**config.mk**
```make
export PLATFORM = sky130hd
export DESIGN_NAME = day10_subset_search
export DESIGN_NICKNAME = d
export VERILOG_FILES = /design/src/rtl/day10_subset_search.sv
export SDC_FILE = /design/constraint.sdc
export NUM_CORES = 1
export LEC_CHECK = 0
export CORE_UTILIZATION = 60
export DETAILED_ROUTE_END_ITERATION = 8
export PLACE_DENSITY = 0.79
export RECOVER_POWER = 50
export SLEW_MARGIN = 20
export SYNTH_ARGS = -nofsm -noshare
export SYNTH_HDL_FRONTEND = slang
export SYNTH_SLANG_ARGS = --single-unit
```
**constraint.sdc**
```tcl
create_clock -name clk -period 11.2 [get_ports clk]
set_clock_uncertainty 0.15 [all_clocks]
set_input_delay 2.24 -clock clk [delete_from_list [all_inputs] [get_ports clk]]
set_output_delay 2.24 -clock clk [all_outputs]
set_load 0.02 [all_outputs]
```
**src/rtl/day10_subset_search.sv**
```systemverilog
// Day 10 part 1 solver: loads a target plus button masks, tries every button subset
// once per cycle and reports the smallest matching one. DAY10_GRAY_ENUM_EN selects Gray-order walking.
module day10_subset_search #(
  parameter int MAX_NUM_LIGHTS    = 10,
  parameter int MAX_NUM_BUTTONS   = 13,
  parameter int MAX_NUM_BUTTONS_W = $clog2(MAX_NUM_BUTTONS + 1),
  parameter int MAX_NUM_PRESSES_W = MAX_NUM_BUTTONS_W
) (
  input  logic                         clk,
  input  logic                         rst_n,
  input  logic                         cfg_valid,
  output logic                         cfg_ready,
  input  logic [MAX_NUM_LIGHTS-1:0]    cfg_target,
  input  logic [MAX_NUM_BUTTONS_W-1:0] cfg_num_buttons,
  input  logic                         btn_valid,
  output logic                         btn_ready,
  input  logic [MAX_NUM_LIGHTS-1:0]    btn_mask,
  output logic                         res_valid,
  input  logic                         res_ready,
  output logic                         res_found,
  output logic [MAX_NUM_PRESSES_W-1:0] min_button_presses,
  output logic [MAX_NUM_BUTTONS-1:0]   buttons_to_press
);
  // state  | meaning
  // IDLE   | waiting for target and button count
  // LOAD   | accepting button masks into slots 0..N-1
  // SEARCH | one subset evaluated per cycle, 2^N cycles
  // DONE   | result registered, then held until consumed
  localparam int LW = MAX_NUM_LIGHTS;
  localparam int NB = MAX_NUM_BUTTONS;
  localparam int BW = MAX_NUM_BUTTONS_W;
  localparam int PW = MAX_NUM_PRESSES_W;
  localparam int SW = MAX_NUM_BUTTONS + 1;

  typedef enum logic [1:0] {S_IDLE, S_LOAD, S_SEARCH, S_DONE} state_e;
  state_e state_q, state_d;

  logic [LW-1:0] target_q;
  logic [BW-1:0] n_q, k_q, n_clamped;
  logic [LW-1:0] masks_q [NB];
  logic [SW-1:0] s_q, last_s;
  logic          best_found_q;
  logic [PW-1:0] best_pc_q;
  logic [NB-1:0] best_sub_q;
  logic          res_valid_q, res_found_q;
  logic [PW-1:0] res_min_q;
  logic [NB-1:0] res_sub_q;
  logic [NB-1:0] cand_sub;
  logic [LW-1:0] cand_acc;
  logic [PW-1:0] cand_pc;
  logic          cfg_ready_c, btn_ready_c, cand_better;

  assign n_clamped = (cfg_num_buttons > BW'(NB)) ? BW'(NB) : cfg_num_buttons;
  assign last_s    = (SW'(1) << n_q) - SW'(1);

`ifdef DAY10_GRAY_ENUM_EN
  // Gray walk: exactly one button changes per step, so acc/pc are updated incrementally.
  logic [NB-1:0] gray_q;
  logic [LW-1:0] acc_q;
  logic [PW-1:0] pc_q;
  logic [SW-1:0] s_inc;
  logic [BW-1:0] flip_idx;

  always_comb begin
    s_inc    = s_q + SW'(1);
    flip_idx = '0;
    for (int b = NB - 1; b >= 0; b--) begin
      if (s_inc[b]) flip_idx = BW'(b);
    end
  end

  assign cand_sub = gray_q;
  assign cand_acc = acc_q;
  assign cand_pc  = pc_q;

  always_ff @(posedge clk or negedge rst_n) begin
    if (!rst_n) begin
      gray_q <= '0;
      acc_q  <= '0;
      pc_q   <= '0;
    end else if (state_q == S_SEARCH) begin
      gray_q[flip_idx] <= ~gray_q[flip_idx];
      acc_q            <= acc_q ^ masks_q[flip_idx];
      pc_q             <= gray_q[flip_idx] ? pc_q - PW'(1) : pc_q + PW'(1);
    end else begin
      gray_q <= '0;
      acc_q  <= '0;
      pc_q   <= '0;
    end
  end
`else
  always_comb begin
    cand_sub = s_q[NB-1:0];
    cand_acc = '0;
    cand_pc  = '0;
    for (int b = 0; b < NB; b++) begin
      if (s_q[b]) begin
        cand_acc = cand_acc ^ masks_q[b];
        cand_pc  = cand_pc + PW'(1);
      end
    end
  end
`endif

  assign cand_better = (cand_acc == target_q) && (cand_pc < best_pc_q);

  always_ff @(posedge clk or negedge rst_n) begin
    if (!rst_n) state_q <= S_IDLE;
    else        state_q <= state_d;
  end

  always_comb begin
    state_d     = state_q;
    cfg_ready_c = 1'b0;
    btn_ready_c = 1'b0;
    case (state_q)
      S_IDLE: begin
        cfg_ready_c = 1'b1;
        if (cfg_valid) state_d = (n_clamped == '0) ? S_SEARCH : S_LOAD;
      end
      S_LOAD: begin
        btn_ready_c = 1'b1;
        if (btn_valid && (k_q == n_q - BW'(1))) state_d = S_SEARCH;
      end
      S_SEARCH: begin
        if (s_q == last_s) state_d = S_DONE;
      end
      S_DONE: begin
        if (res_valid_q && res_ready) state_d = S_IDLE;
      end
      default: state_d = S_IDLE;
    endcase
  end

  // cfg_ready is gated by rst_n so every output reads 0 while reset is held.
  assign cfg_ready          = cfg_ready_c & rst_n;
  assign btn_ready          = btn_ready_c;
  assign res_valid          = res_valid_q;
  assign res_found          = res_found_q;
  assign min_button_presses = res_min_q;
  assign buttons_to_press   = res_sub_q;

  always_ff @(posedge clk or negedge rst_n) begin
    if (!rst_n) begin
      target_q     <= '0;
      n_q          <= '0;
      k_q          <= '0;
      s_q          <= '0;
      best_found_q <= 1'b0;
      best_pc_q    <= '1;
      best_sub_q   <= '0;
      res_valid_q  <= 1'b0;
      res_found_q  <= 1'b0;
      res_min_q    <= '0;
      res_sub_q    <= '0;
      for (int i = 0; i < NB; i++) masks_q[i] <= '0;
    end else begin
      case (state_q)
        S_IDLE, S_LOAD: begin
          s_q          <= '0;
          best_found_q <= 1'b0;
          best_pc_q    <= '1;
          best_sub_q   <= '0;
          if (state_q == S_IDLE && cfg_valid) begin
            target_q <= cfg_target;
            n_q      <= n_clamped;
            k_q      <= '0;
            for (int i = 0; i < NB; i++) masks_q[i] <= '0;
          end
          if (state_q == S_LOAD && btn_valid) begin
            masks_q[k_q] <= btn_mask;
            k_q          <= k_q + BW'(1);
          end
        end
        S_SEARCH: begin
          s_q <= s_q + SW'(1);
          if (cand_better) begin
            best_found_q <= 1'b1;
            best_pc_q    <= cand_pc;
            best_sub_q   <= cand_sub;
          end
        end
        S_DONE: begin
          // First DONE cycle commits the best subset; fields then hold until the next job.
          if (!res_valid_q) begin
            res_valid_q <= 1'b1;
            res_found_q <= best_found_q;
            res_min_q   <= best_pc_q;
            res_sub_q   <= best_sub_q;
          end else if (res_ready) begin
            res_valid_q <= 1'b0;
          end
        end
        default: ;
      endcase
    end
  end
endmodule

```
==> results of run 1 <==
sequential cells by signal, summed over array words and instances (netlist names):
| register | flops |
|---|---|
| best_sub_q | 13 |
| min_button_presses | 4 |
| target_q | 10 |
| res_valid | 1 |
| n_q | 4 |
| s_q | 14 |
| masks_q | 130 |
| state_q | 2 |
| buttons_to_press | 13 |
| best_pc_q | 4 |
| k_q | 4 |
| res_found | 1 |
| best_found_q | 1 |
final timing paths:
check | end | start | slack (ns)
setup / recovery | best_sub_q[5]$_DFFE_PN0P_ | s_q[0]$_DFFE_PN0P_ | 2.31
hold / removal | res_found$_DFFE_PN0P_ | res_found$_DFFE_PN0P_ | 0.33
min in group asynchronous | buttons_to_press[7]$_DFFE_PN0P_ | rst_n | 2.68
max in group asynchronous | masks_q[24]$_DFFE_PN0N_ | rst_n | 3.38
setup reg to reg | best_sub_q[5]$_DFFE_PN0P_ | s_q[0]$_DFFE_PN0P_ | 2.31
hold reg to reg | res_found$_DFFE_PN0P_ | res_found$_DFFE_PN0P_ | 0.33
layout make-up:
type / instances / area share
clock buffer: 34 / 0.0518
clock inverter: 6 / 0.00642
inverter: 31 / 0.00904
multi-input combinational: 955 / 0.471
sequential: 201 / 0.391
tap: 260 / 0.0253
timing repair buffer: 63 / 0.0455
power breakdown:
group          internal, mW  total (mW)  leakage [nW]  switching, mW
registers             0.823       0.915          2.74         0.0914
logic                 0.312       0.814          2.16          0.502
clock network         0.455       0.742         0.367          0.287
total                  1.59        2.47          5.27          0.880
cells in the mapped netlist (6+ instances only):
cell type  count
a21o_1         6
a21oi_1       20
buf_1          9
buf_2          6
clkbuf_1      81
dfrtp_1      197
ha_1          30
inv_1         29
mux2_2        29
mux2i_1        7
nand2_1      204
nand3_1      153
nand3b_1      15
nand4_1        7
nor2_1        31
nor2b_1        7
nor3_1        11
o21ai_0      161
o21ai_1       18
xnor2_1      140
xor2_1        41
layer usage:
layer	wire [um]	share of wire
met1	12100	0.42
met2	14000	0.49
met3	1840	0.064
met4	884	0.031
met5	0	0
critical path, delay by kind of cell (launching register included):
| family | cells | cell delay, ns |
|---|---|---|
| adders and majority gates | 7 | 2.35 |
| AOI/OAI and AO/OA | 9 | 2.11 |
| and+or+nand+nor | 11 | 1.43 |
| xor gates and xnor gates | 6 | 1.14 |
| DFF | 1 | 0.84 |
| buffers and inverters | 4 | 0.64 |
| muxes | 1 | 0.08 |
cell families after synthesis:
| logic type | synth area share |
|---|---|
| multiplexers | 0.0342 |
| AND/OR/NAND/NOR | 0.182 |
| adder cells (fa/ha/maj) | 0.0323 |
| AO/OA/AOI/OAI | 0.118 |
| XOR/XNOR | 0.155 |
| buffers and inverters | 0.0450 |
| flip-flops | 0.434 |
==> flow_summary_export.csv, run 1 <==
group,metric,value,unit
status,outcome,"finished, violations left",
status,failed_checks,"capacitance limit, slew limit",
synth,async_reset_ff_frac,1.00,
timing,maxSlewHeadroom,-1.53,
hold_path,hold_class,"flip-flop to flip-flop",
synth,netlist_top_cells_area,"dfrtp_1, xnor2_1, o21ai_0, nand2_1, nand3_1",
final_layout,stdcell_area,12900,um2
routing,drc_errors,0,
setup_path,crit_top_cell,"ha_1",
clock_network,postCtsHoldBufs,0,
routing,via_per_inst,5.85,
final_layout,final_common_cell,"nand2_1",
synth,synthesis.nets,1345,
final_layout,mostFrequentLayoutCells,"nand2_1, dfrtp_1, o21ai_0",
clock_network,htree_levels,1,
routing,drt_pass1_iterations,5,
clock_network,ctsResizeCount,0,
final_layout,finalNonFillerCells,1550,
timing,finalSetupViolations,0,
setup_path,ff2ff_path_depth,38,
place,routabilityCongestion,0.894,
synth,synth_flop_cell,"dfrtp_1",
place,placed_area,12100,um2
synth,syn_area_per_cell,9.02,um2
global_routing,grtUsageMet2,0.505,
power_and_ir_drop,p_leak,5.27,nW
clock_network,cts_tree,"built",
floorplanning,rows,50,
setup_path,crit_path_start_kind,"flip-flop",
global_routing,met1_usage,0.395,
synth,ys_ff_latch,201,
routing,drt_iter0_markers,680,
clock_network,cts.sinks,201,
clock_network,cts_root_buf,"clkbuf_16",
timing,rsz0062_at_grt,"no",
floorplanning,dieHeight,141,um
synth,netlist-cell-type-count,64,
global_routing,grt_usage,0.300,
synth,synth_top_area_cell,"dfrtp_1",
synth,yosysWarningCount,0,
floorplanning,design.core.area,18800,um2
timing,report.final.hold_viol_count,0,
final_layout,num-nets-final,1333,
synth,ys_seq_area_frac,0.434,
global_routing,grt_overflow,0,
routing,drt-total-wl,28.8,mm
power_and_ir_drop,power_density,192,nW/um2
setup_path,crit_slowest_cell,"dfrtp_1",
routing,vias,9075,
place,preCtsSetupSlack,2.33,ns
global_routing,grt_use_met3,0.0384,
timing,layout_min_cycle_time,8.89,ns
setup_path,path_max_fanout,18,
power_and_ir_drop,peakVddDrop,0.132,mV
global_routing,grt_pass1_vias,8725,
routing,wl_per_cell,18.6,um
synth,synth_area,11600,um2
power_and_ir_drop,total_power,2.47,mW
setup_path,required,11.44,ns
synth,synth_cells,1286,
place,place_inst,1509,
timing,final.period_utilization,0.794,
routing,drtAntennaViolNets,0,
setup_path,crit_type,"flip-flop to flip-flop",
final_layout,multi_input_area,6060,um2
timing,setup_tns,0,ns
synth,synth_enable_flop_cells,0,
clock_network,postCtsSetupBuffers,0,
setup_path,critical_path_arrival,9.13,ns
final_layout,fin_util,0.683,
floorplanning,fp.dieArea,19900,um2
timing,worst_slack,2.31,ns
timing,fmax,112,MHz
synth,synth_top_area_share,0.425,
final_layout,syn_to_final_growth,10.9,%
final_layout,register_area,5030,um2
floorplanning,initial_core_util,0.616,
setup_path,cp-end-kind,"flip-flop",
floorplanning,die_x,141,um
timing,hold-worst-slack,0.325,ns
final_layout,fill_cells,1491,
clock_network,cts_buffers,22,
clock_network,clkLatencyLatePin,0.51,ns
setup_path,cpPeakStageDelay,0.84,ns
global_routing,grt_max_degree,84,
place,post-dp-hpwl,18.5,mm
global_routing,busiest_layer,"met2",
floorplanning,ios,50,
global_routing,antenna_found_initial,0,
run,max_cap_viol_count,3,
place,io_buffers,49,
timing,worstMarginPinSlew,3.80,ns
final_layout,antenna_cells,0,
clock_network,clk_pin_slew,0.06,ns
timing,drv_slew,207,
final_layout,drive_gt1_frac,0.0798,
clock_network,ctsLongestPathBuffers,3,
global_routing,grt_pass1_wl,46.3,mm
hold_path,hold_depth,2,
No activity file was read; power rests on OpenSTA's default activity.
==> run 2: changes to the inputs <==
--- a/config.mk
+++ b/config.mk
@@ -5,9 +5,9 @@
 export SDC_FILE = /design/constraint.sdc
 export NUM_CORES = 1
 export LEC_CHECK = 0
-export CORE_UTILIZATION = 60
+export CORE_UTILIZATION = 56
 export DETAILED_ROUTE_END_ITERATION = 8
-export PLACE_DENSITY = 0.79
+export PLACE_DENSITY = 0.77
 export RECOVER_POWER = 50
 export SLEW_MARGIN = 20
 export SYNTH_ARGS = -nofsm -noshare
==> constraint.sdc (replaced) <==
create_clock -name clk -period 8 [get_ports clk]
set_clock_uncertainty 0.15 [all_clocks]
set_input_delay 1.6 -clock clk [delete_from_list [all_inputs] [get_ports clk]]
set_output_delay 1.6 -clock clk [all_outputs]
set_load 0.02 [all_outputs]
==> run 2 against run 1 <==
Against the previous run:
- setup slack got worse by 2.2 ns
- critical path type unchanged
- utilization decreased by 3.4 points
- clock power increased by 43%
- first-iteration DRC count increased by 0.44%
- design area increased by 2.4%
- the run still ends with capacitance limit, slew limit left
==> flow_summary_export.csv, run 2 (same netlist as run 1, synthesis figures left out) <==
group,metric,value,unit
status,outcome,"finished, violations left",
status,failed_checks,"capacitance limit, slew limit",
routing,drt_pass1_iterations,7,
hold_path,min_to,"min_button_presses[2]$_DFFE_PN0P_",
routing,wl_per_cell,18.8,um
routing,drt-total-wl,29.6,mm
final_layout,finalNonFillerCells,1575,
floorplanning,initial_core_util,0.572,
global_routing,grt_pass1_wl,45.7,mm
hold_path,hold_depth,2,
setup_path,r2r-end,"best_pc_q[2]$_DFFE_PN1P_",
timing,finalSetupViolations,0,
clock_network,clk_pin_slew,0.07,ns
place,io_buffers,49,
routing,highest_layer,"met4",
power_and_ir_drop,p_sw,1.27,mW
routing,vias,9321,
setup_path,rr_startpoint,"s_q[1]$_DFFE_PN0P_",
final_layout,final_common_cell,"nand2_1",
timing,worstMarginPinSlew,2.88,ns
power_and_ir_drop,power_frac_comb,0.340,
clock_network,clkLatencyLatePin,0.50,ns
timing,fmax,127,MHz
hold_path,hp-start,"min_button_presses[2]$_DFFE_PN0P_",
floorplanning,dieHeight,146,um
power_and_ir_drop,pwr-share-seq,0.360,
setup_path,required,8.28,ns
clock_network,cts_tree,"built",
timing,worst_slack,0.128,ns
power_and_ir_drop,p_leak,5.39,nW
power_and_ir_drop,total_power,3.53,mW
floorplanning,design.core.area,20300,um2
setup_path,cp-end-kind,"flip-flop",
clock_network,cts.sinks,201,
final_layout,mostFrequentLayoutCells,"nand2_1, dfrtp_1, o21ai_0",
clock_network,cts_buffers,22,
timing,maxSlewHeadroom,-0.923,
routing,drc_errors,0,
global_routing,grt_max_degree,84,
hold_path,hold_class,"flip-flop to flip-flop",
routing,via_per_inst,5.92,
final_layout,num-nets-final,1348,
setup_path,crit_slowest_cell,"dfrtp_2",
final_layout,drive_gt1_frac,0.108,
clock_network,ctsLongestPathBuffers,3,
routing,wl_met3,1.95,mm
final_layout,largestRegisters,"masks_q (130), s_q (14)",
power_and_ir_drop,power_density,268,nW/um2
final_layout,fin_util,0.649,
global_routing,grt_overflow,0,
setup_path,r2r_slack,0.13,ns
routing,drtAntennaViolNets,0,
timing,final.period_utilization,0.984,
setup_path,crit_type,"flip-flop to flip-flop",
setup_path,ff2ff_path_depth,40,
final_layout,largest_reg_flops,130,
floorplanning,die_x,146,um
setup_path,cpPeakStageDelay,0.44,ns
setup_path,path_max_fanout,13,
final_layout,syn_to_final_growth,13.5,%
clock_network,htree_levels,1,
place,post-dp-hpwl,18.6,mm
routing,drt-met1-wl,12.2,mm
timing,drv_slew,201,
setup_path,critical_path_arrival,8.15,ns
power_and_ir_drop,pwr-share-clk,0.301,
timing,hold-worst-slack,0.326,ns
setup_path,crit_top_cell,"nand2_1",
power_and_ir_drop,p_int,2.26,mW
final_layout,antenna_cells,0,
floorplanning,fp.dieArea,21300,um2
run,max_cap_viol_count,3,
routing,drt_iter0_markers,683,
power_and_ir_drop,swShare,0.360,
place,routabilityCongestion,0.910,
timing,layout_min_cycle_time,7.87,ns
final_layout,top_register,"masks_q",
clock_network,cts_root_buf,"clkbuf_16",
place,place_inst,1524,
global_routing,antenna_found_initial,0,
setup_path,crit_path_start_kind,"flip-flop",
global_routing,grt_pass1_vias,8594,
final_layout,fill_cells,1642,
routing,wl_met2,14.3,mm
power_and_ir_drop,peakVddDrop,0.188,mV
global_routing,grt_usage,0.272,
floorplanning,ios,50,
timing,report.final.hold_viol_count,0,
floorplanning,rows,52,
place,preCtsSetupSlack,-0.0904,ns
run 2: worst max path at each step:
stage	start	endpoint
after CTS	s_q[1]$_DFFE_PN0P_	best_sub_q[7]$_DFFE_PN0P_
final	s_q[1]$_DFFE_PN0P_	best_pc_q[2]$_DFFE_PN1P_
after global routing	s_q[1]$_DFFE_PN0P_	best_pc_q[2]$_DFFE_PN1P_
after detailed placement	s_q[1]$_DFFE_PN0P_	best_pc_q[3]$_DFFE_PN1P_
after global placement	s_q[0]$_DFFE_PN0P_	best_pc_q[3]$_DFFE_PN1P_
after floorplan	s_q[0]$_DFFE_PN0P_	best_pc_q[3]$_DFFE_PN1P_
run 2: metrics by stage:
stage	setup TNS, ns	instance area, um2
after floorplan	0	11600
after global placement	0	12200
after detailed placement	-0.898	12200
after CTS	0	12900
after global routing	-2.84	13200
final	0	13200
run 2: layer usage:
metal | track usage | up-vias
met5 | 0 | -
li1 | - | 4374
met1 | 0.364 | 4478
met2 | 0.454 | 382
met3 | 0.0326 | 87
met4 | 0.102 | 0
run 2: timing repair:
| item | CTS | global route |
|---|---|---|
| pin swaps | 0 | 7 |
| buffers inserted | 0 | 8 |
| endpoints found under the hold margin | 0 | 0 |
| cloned | 0 | 3 |
| endpoints found under the setup margin | 18 | 18 |
| gates resized for setup | 1 | 31 |
| hold buffers | 0 | 0 |
run 2: layout make-up:
cell class / count / area (um2) / share of cell area
multi-input cells: 958 / 6240 / 0.474
flip-flops and latches: 201 / 5040 / 0.382
repair buffers: 75 / 677 / 0.0514
clock buffers: 32 / 669 / 0.0508
well taps: 270 / 338 / 0.0256
inverters: 31 / 116 / 0.00883
clock inverters: 8 / 96.3 / 0.00731
run 2: critical path: cells and delay by family, from the launching register on:
kind | cells | cell delay, ns
AND/OR/NAND/NOR | 15 | 2.21
AO/OA/AOI/OAI | 10 | 1.63
adder cells (fa/ha/maj) | 6 | 1.50
XOR/XNOR | 5 | 0.99
multiplexers | 2 | 0.51
flip-flops | 1 | 0.44
buffers and inverters | 2 | 0.36
run 2: power groups by stage:
stage                     clock [mW]  sequential [mW]  combinational, mW
after floorplan                    0             1.25              0.874
after global placement             0             1.28               1.14
after detailed placement           0             1.29               1.16
after CTS                       1.08             1.27               1.17
after global routing            1.12             1.29               1.31
final                           1.06             1.27               1.20
